<file path="config.mk">
export PLATFORM = sky130hd
export DESIGN_NAME = insn_decode_stage
export DESIGN_NICKNAME = d
export VERILOG_FILES = /design/src/rtl/insn_decode_stage.sv
export SDC_FILE = /design/constraint.sdc
export NUM_CORES = 1
export LEC_CHECK = 0
export ABC_AREA = 1
export BUFFER_PORTS_ARGS = -buffer_cell sky130_fd_sc_hd__clkbuf_2
export CELL_PAD_IN_SITES_DETAIL_PLACEMENT = 1
export CELL_PAD_IN_SITES_GLOBAL_PLACEMENT = 1
export CORE_MARGIN = 2
export CORE_UTILIZATION = 28
export CTS_BUF_LIST = sky130_fd_sc_hd__clkbuf_4 sky130_fd_sc_hd__clkbuf_8
export DETAILED_ROUTE_END_ITERATION = 10
export GPL_TIMING_DRIVEN = 0
export HOLD_SLACK_MARGIN = 0.08
export PLACE_DENSITY_LB_ADDON = 0.1
export REMOVE_ABC_BUFFERS = 1
export SYNTH_ARGS = -nofsm -noshare
export SYNTH_HDL_FRONTEND = slang
export SYNTH_SLANG_ARGS = --single-unit
</file>
<file path="constraint.sdc">
create_clock -name clock -period 1.26 [get_ports clock]
set_input_delay 0.063 -clock clock [delete_from_list [all_inputs] [get_ports clock]]
set_output_delay 0.063 -clock clock [all_outputs]
set_load 0.01 [all_outputs]
</file>
<file path="src/rtl/insn_decode_stage.sv">
// Registered decode stage: full base opcode decode, field/immediate extraction,
// valid/ready pipeline register and load-use bubble (enabled by DECODER_HAZARD_EN).
module insn_decode_stage #(
    parameter int unsigned INSN_W     = 32,
    parameter int unsigned DATA_W     = 32,
    parameter int unsigned REG_AW     = 5,
    parameter int unsigned RZERO_SKIP = 1
) (
    input  logic              clock,
    input  logic              reset,
    input  logic [INSN_W-1:0] in_insn,
    input  logic              in_valid,
    output logic              in_ready,
    input  logic              flush,
    output logic              out_valid,
    input  logic              out_ready,
    output logic [7:0]        out_ctrl,
    output logic [4:0]        out_alu_op,
    output logic [4:0]        out_shamt,
    output logic [REG_AW-1:0] out_rd,
    output logic [REG_AW-1:0] out_rs,
    output logic [REG_AW-1:0] out_rt,
    output logic [DATA_W-1:0] out_imm,
    output logic [DATA_W-1:0] out_target,
    output logic              out_illegal
);

    localparam int unsigned CTRL_W = 8;
    localparam int unsigned OP_W   = 5;
    localparam int unsigned ALU_W  = 5;
    localparam int unsigned IMM_W  = 17;
    localparam int unsigned TGT_W  = 27;

    localparam logic [OP_W-1:0] OP_R    = 5'd0;
    localparam logic [OP_W-1:0] OP_J    = 5'd1;
    localparam logic [OP_W-1:0] OP_BNE  = 5'd2;
    localparam logic [OP_W-1:0] OP_JAL  = 5'd3;
    localparam logic [OP_W-1:0] OP_JR   = 5'd4;
    localparam logic [OP_W-1:0] OP_ADDI = 5'd5;
    localparam logic [OP_W-1:0] OP_BLT  = 5'd6;
    localparam logic [OP_W-1:0] OP_SW   = 5'd7;
    localparam logic [OP_W-1:0] OP_LW   = 5'd8;

    // Control vector bit positions: {BR, JP, ALUinB, ALUop, DMwe, Rwe, Rdst, Rwd}
    localparam logic [CTRL_W-1:0] C_BR     = 8'h80;
    localparam logic [CTRL_W-1:0] C_JP     = 8'h40;
    localparam logic [CTRL_W-1:0] C_ALUINB = 8'h20;
    localparam logic [CTRL_W-1:0] C_ALUOP  = 8'h10;
    localparam logic [CTRL_W-1:0] C_DMWE   = 8'h08;
    localparam logic [CTRL_W-1:0] C_RWE    = 8'h04;
    localparam logic [CTRL_W-1:0] C_RDST   = 8'h02;
    localparam logic [CTRL_W-1:0] C_RWD    = 8'h01;

    localparam logic [ALU_W-1:0] ALU_SUB = 5'd1;

    logic [OP_W-1:0]   opcode;
    logic [REG_AW-1:0] f_rd, f_rs, f_rt;
    logic [ALU_W-1:0]  f_shamt, f_aluop;
    logic [DATA_W-1:0] f_imm, f_target;

    assign opcode   = in_insn[31:27];
    assign f_rd     = REG_AW'(in_insn[26:22]);
    assign f_rs     = REG_AW'(in_insn[21:17]);
    assign f_rt     = REG_AW'(in_insn[16:12]);
    assign f_shamt  = in_insn[11:7];
    assign f_aluop  = in_insn[6:2];
    assign f_imm    = {{(DATA_W-IMM_W){in_insn[16]}}, in_insn[16:0]};
    assign f_target = {{(DATA_W-TGT_W){1'b0}}, in_insn[26:0]};

    logic [CTRL_W-1:0] dec_ctrl;
    logic [ALU_W-1:0]  dec_alu_op;
    logic              dec_illegal;

    // Opcode to control vector / ALU operation
    always_comb begin
        dec_ctrl    = '0;
        dec_alu_op  = '0;
        dec_illegal = 1'b0;
        case (opcode)
            OP_R:    begin dec_ctrl = C_RWE; dec_alu_op = f_aluop; end
            OP_J:    dec_ctrl = C_JP;
            OP_BNE:  begin dec_ctrl = C_BR | C_ALUOP; dec_alu_op = ALU_SUB; end
            OP_JAL:  dec_ctrl = C_JP | C_RWE | C_RDST;
            OP_JR:   dec_ctrl = C_JP;
            OP_ADDI: dec_ctrl = C_ALUINB | C_RWE;
            OP_BLT:  begin dec_ctrl = C_BR | C_ALUOP; dec_alu_op = ALU_SUB; end
            OP_SW:   dec_ctrl = C_ALUINB | C_DMWE;
            OP_LW:   dec_ctrl = C_ALUINB | C_RWE | C_RWD;
            default: dec_illegal = 1'b1;
        endcase
    end

    logic hazard;
    logic load;

    assign in_ready = flush | ((out_ready | ~out_valid) & ~hazard);
    assign load     = in_valid & in_ready & ~flush;

`ifdef DECODER_HAZARD_EN
    typedef enum logic {S_RUN, S_BUBBLE} state_t;

    state_t state;
    logic   held_lw;
    logic   read_rd, read_rs, read_rt;
    logic   hit_rd, hit_rs, hit_rt;
    logic   skip_zero;

    // Source registers read by the incoming instruction
    always_comb begin
        read_rd = 1'b0;
        read_rs = 1'b0;
        read_rt = 1'b0;
        case (opcode)
            OP_R:                 begin read_rs = 1'b1; read_rt = 1'b1; end
            OP_ADDI, OP_LW:       read_rs = 1'b1;
            OP_SW, OP_BNE, OP_BLT: begin read_rd = 1'b1; read_rs = 1'b1; end
            OP_JR:                read_rd = 1'b1;
            default:              ;
        endcase
    end

    assign skip_zero = (RZERO_SKIP != 0);
    assign hit_rd = read_rd && (f_rd == out_rd) && !(skip_zero && f_rd == '0);
    assign hit_rs = read_rs && (f_rs == out_rd) && !(skip_zero && f_rs == '0);
    assign hit_rt = read_rt && (f_rt == out_rd) && !(skip_zero && f_rt == '0);

    assign hazard = (state == S_RUN) && out_valid && held_lw && in_valid
                    && (hit_rd || hit_rs || hit_rt);

    // Bubble sequencing and held-load tracking
    always_ff @(posedge clock) begin
        if (reset) begin
            state   <= S_RUN;
            held_lw <= 1'b0;
        end else if (flush) begin
            state   <= S_RUN;
        end else begin
            if (load) held_lw <= (opcode == OP_LW);
            case (state)
                S_RUN:    if (out_valid && out_ready && hazard) state <= S_BUBBLE;
                S_BUBBLE: state <= S_RUN;
                default:  state <= S_RUN;
            endcase
        end
    end

    logic unused_bits;
    assign unused_bits = ^{in_insn[1:0]};
`else
    assign hazard = 1'b0;

    logic unused_bits;
    assign unused_bits = ^{in_insn[1:0], 1'(RZERO_SKIP)};
`endif

    // Pipeline register
    always_ff @(posedge clock) begin
        if (reset) begin
            out_valid   <= 1'b0;
            out_ctrl    <= '0;
            out_alu_op  <= '0;
            out_shamt   <= '0;
            out_rd      <= '0;
            out_rs      <= '0;
            out_rt      <= '0;
            out_imm     <= '0;
            out_target  <= '0;
            out_illegal <= 1'b0;
        end else if (flush) begin
            out_valid   <= 1'b0;
        end else if (load) begin
            out_valid   <= 1'b1;
            out_ctrl    <= dec_ctrl;
            out_alu_op  <= dec_alu_op;
            out_shamt   <= f_shamt;
            out_rd      <= f_rd;
            out_rs      <= f_rs;
            out_rt      <= f_rt;
            out_imm     <= f_imm;
            out_target  <= f_target;
            out_illegal <= dec_illegal;
        end else if (out_valid && out_ready) begin
            out_valid   <= 1'b0;
        end
    end

endmodule

</file>
=== After elaboration in Yosys (flattened, before gate mapping) ===
Index checks and enable logic that the tools add are counted.
W data, S select, Z words.

* Reduce and logical (&&, ||, !) cells: 8
* Bitwise operators: 6
* Equal/unequal tests: 8
* Multiplexer cells: 5

{| class="wikitable"
|+ Operators with widths
! kind !! count
|-
| $pmux W8 S7 || 1
|-
| $eq A5 B3 Y1 const B || 4
|-
| $eq A5 B2 Y1 const B || 2
|-
| $pmux W5 S2 || 1
|-
| $reduce_or A9 Y1 || 1
|-
| $reduce_or A2 Y1 || 3
|-
| $eq A5 B1 Y1 const B || 1
|-
| $eq A5 B4 Y1 const B || 1
|-
| $logic_not A5 Y1 || 1
|-
| $mux W1 || 3
|-
| $and A1 B1 Y1 || 2
|-
| $not A1 Y1 || 2
|-
| $or A1 B1 Y1 || 2
|-
| $reduce_and A2 Y1 || 1
|-
| $reduce_bool A2 Y1 || 1
|-
| $logic_and A1 B1 Y1 || 1
|}

* Word-level logic and storage cells: 37
* Register bits: 79
* Input bits: 37

=== Logic depth before layout (Yosys ltp) ===
* Depth in word-level cells: 6
* Mapped depth: 8
* Mapped depth without buffers: 8

=== Least setup slack after synthesis ===
No wires, ideal clock.

* Path kind: reg-to-reg
* Start: register out_valid
* End: register out_alu_op[0]
* Required time: 1.132 ns
* Setup time: 0.128 ns
* Stages on the path, launching flop included: 9
* Path slack: 0.106 ns
* Period minus slack after synthesis: 1.154 ns
* Arrival time: 1.026 ns
* Cell sequence: dfxtp_1 -> inv_1 -> nor2_1 -> nor2_4 -> buf_6 -> nand2_1 -> nand2_1 -> nor2_1 -> nor2_1

* Longest elaborated chain between the ends: 6

{| class="wikitable"
|+ Ends and longest elaborated chain
! item !! RTL line !! text
|-
| start, declared || 15 || <nowiki>output logic out_valid,</nowiki>
|-
| start signal, assigned || 159 || <nowiki>out_valid <= 1'b0;</nowiki>
|-
| start signal, assigned || 170 || <nowiki>out_valid <= 1'b0;</nowiki>
|-
| start signal, assigned || 172 || <nowiki>out_valid <= 1'b1;</nowiki>
|-
| $not A1 Y1 || 96 || <nowiki>assign in_ready = flush | ((out_ready | ~out_valid) & ~hazard);</nowiki>
|-
| $or A1 B1 Y1 (2 in series) || 96 ||
|-
| $and A1 B1 Y1 (2 in series) || 97 || <nowiki>assign load = in_valid & in_ready & ~flush;</nowiki>
|-
| $reduce_and A2 Y1 (no source line) || - ||
|-
| end signal, assigned || 174 || <nowiki>out_alu_op <= dec_alu_op;</nowiki>
|-
| end, declared || 18 || <nowiki>output logic [4:0] out_alu_op,</nowiki>
|}

Every way passes these cells.
A chain may end at the register's enable or synchronous reset.

=== Final worst setup path ===
* Start: register out_valid
* End: register out_ctrl[6]

* Longest elaborated chain between the ends: 6

{| class="wikitable"
|+ Ends and longest elaborated chain
! item !! RTL line !! text
|-
| $not A1 Y1 || 96 ||
|-
| $or A1 B1 Y1 (2 in series) || 96 ||
|-
| $and A1 B1 Y1 (2 in series) || 97 ||
|-
| $reduce_and A2 Y1 (no source line) || - ||
|-
| end signal, assigned || 173 || <nowiki>out_ctrl <= dec_ctrl;</nowiki>
|-
| end, declared || 17 || <nowiki>output logic [7:0] out_ctrl,</nowiki>
|}

Every way passes these cells.

==> impl_metrics.toml <==
[sta]
hold_viol_final = 0
rsz0062_at_grt = "yes"
layout_min_cycle_time_ns = 1.16
fin_ws_ns = 0.0953
tns_ns = 0
max_freq_mhz = 859
finalSetupViolCount = 0
slew_viol_final = 0
fin_crit_sh_pct = 92.4
whs_ns = 0.122
skew_ns = 0.00320

[detailed_routing]
drt_wl_total_um = 6110
drc = 0
vias = 1990
wl_per_cell_um = 12.8
dr.pass1.iters = 4
via_per_inst = 4.15
antenna_left = 0
drtIter0Drc = 53

[worst_setup_path]
cp.arrival_ns = 1.39
endpoint_kind = "flop"
crit_fanout = 11
crit_path_frequent_cell = "nor2_4"
start_kind = "flop"
cpPeakStageDelay_ns = 0.33
path_delay_family = "simple AND/OR/NAND/NOR gates"
cp.required_ns = 1.49
crit_chain = "inv_1 > nor2_4 > buf_12 > nor2_4 > o21ai_0 > nor2_1"
path_class = "reg -> reg"
critPathBufInv = 2
rrSetupSlack_ns = 0.1
crit_path_top_delay_cell = "dfxtp_2"

[power_and_ir_drop]
switchingPower_uw = 827
power_density_mw_per_mm2 = 1060
p_int_uw = 2100
pwr-share-seq_pct = 48.8
cellLeakagePower_uw = 0.00145
power_frac_clock_pct = 30.2
swShare_pct = 28.3
ir_drop_mv = 0.453
combPwrFrac_pct = 21.0

[global_routing]
grt_antenna_before_repair = 0
gr-usage-all-layers_pct = 14.4
grt.overflow.total = 0
grt_max_degree = 33
grt_pass1_wl_um = 8820
grt_pass1_vias = 1798

[final_layout]
areaGrowthSynthToFinish_pct = 36.9
fillers = 915
n_antenna_cell = 0
layout-drive-gt1-share_pct = 39.9
layout_common_cells = "clkbuf_2, nor2_1, dfxtp_1"
layout_commonest_cell = "clkbuf_2"
final_nets = 420
multi_input_area_sq_um = 707
seq_area_sq_um = 823

[floorplanning]
dieArea_sq_mm = 0.00792
die_w_um = 89.0
die_y_um = 89.0
core-area_sq_mm = 0.00691
start_util_pct = 29.3
rows = 30
io_pins = 137

[logic_synthesis]
avgSynthCellArea_sq_um = 7.33
syn_area_sq_mm = 0.00202
ys.warnings.count = 0
synthCells = 276
yosysTopAreaCell = "dfxtp_1"
ys_top_cells_by_area = "dfxtp_1, buf_4, nor2_1, o21ai_0, nand2_1"
synth_top_area_share_pct = 40.6
synth_seq_area_share_pct = 40.6
ys_ff_latch = 41
ys_types = 18

[clocking]
tritoncts = "yes"
htree_levels = 2
clock_latency_ns = 0.28
clock-root-buffer = "clkbuf_8"
clkTransAtPathRegs_ns = 0.07
cts_made_buffers = 5
cts.path.max_buffers = 2
cts_sinks = 41

[run]
maxCapViolations = 0

[place]
port_buffers = 131
dpl_worst_slack_ns = -0.364
gp_congestion = 0.689
post-dp-hpwl_um = 3970

[min_path]
hold_path_class = "in -> reg"

[status]
status = "complete, no violations"
-- flip-flops by register name, indices dropped and copies added, names as in the netlist --
name and count:
out_valid 1, out_ctrl 7, out_imm 8, out_illegal 1, out_alu_op 5, out_rd 5, out_target 2, out_rs 4
out_rt 4, out_shamt 4
-- stage by stage --
stage	utilization (%)	power, uW	cell area, sq um	std cells
5_1_grt	40.1	3130	2770	479
3_5_place_dp	33.5	1980	2310	438
4_1_cts	39.1	2970	2700	474
6_report	40.1	2930	2770	479
2_1_floorplan	-	1680	1540	211
3_3_place_gp	33.5	1970	2310	438
-- cells in the mapped netlist --
library cell,n
nor2_1,78
buf_4,61
dfxtp_1,41
o21ai_0,28
nand2_1,18
inv_1,13
a21oi_1,11
nand3_1,11
buf_2,4
clkbuf_1,2
nand2_2,2
buf_6,1
clkbuf_2,1
clkinv_1,1
conb_1,1
inv_2,1
nor2_4,1
o21ai_1,1
-- worst reg2reg max path, delay by kind of cell (launching register included) --
family / cells / cell delay, ns
AOI/OAI and AO/OA: 1 / 0.13
buffers and inverters: 2 / 0.21
DFF: 1 / 0.33
and+or+nand+nor: 3 / 0.44
-- final cells by class --
| type | instances | share of cell area (%) |
|---|---|---|
| Tap cell | 96 | 4.34 |
| Timing Repair Buffer | 162 | 35.1 |
| Sequential cell | 41 | 29.7 |
| Clock buffer | 7 | 3.25 |
| Multi-Input combinational cell | 158 | 25.5 |
| Inverter | 15 | 2.03 |
-- logic make-up after synthesis --
group / synth area share [%]
AND/OR/NAND/NOR: 21.7
buffers and inverters: 27.6
flip-flops: 40.6
AO/OA/AOI/OAI: 9.90
other: 0.185
-- power groups by stage --
| stage | registers (uW) | logic [uW] | clock network, uW |
|---|---|---|---|
| 6_report | 1430 | 614 | 882 |
| 4_1_cts | 1430 | 602 | 938 |
| 3_5_place_dp | 1460 | 519 | 0 |
| 5_1_grt | 1440 | 685 | 997 |
| 2_1_floorplan | 1550 | 138 | 0 |
| 3_3_place_gp | 1460 | 514 | 0 |
-- metal layers --
metal | vias up | GRT usage [%] | share of wire (%)
met4 | 0 | 4.07 | 0.74
li1 | 1012 | - | -
met2 | 73 | 24.5 | 49
met3 | 5 | 3.42 | 6.2
met1 | 900 | 18.2 | 44
met5 | - | 0 | 0
-- path summary, 6_finish.rpt --
path / cells after the start / endpoint / from
worst max-delay path: 6 / out_ctrl[6] / out_valid
worst min register to register: 2 / out_imm[4] / out_imm[4]
worst max register to register: 6 / out_ctrl[6] / out_valid
worst min-delay path: 4 / out_valid / flush
-- what timing repair did --
item,in CTS,in global routing
gates cloned,2,1
pin swaps,1,4
gates resized for setup,5,6
hold endpoints to repair,27,0
hold buffers,27,0
buffers inserted,0,4
setup endpoints to repair,58,35
Power figures use the tool's default switching activity.
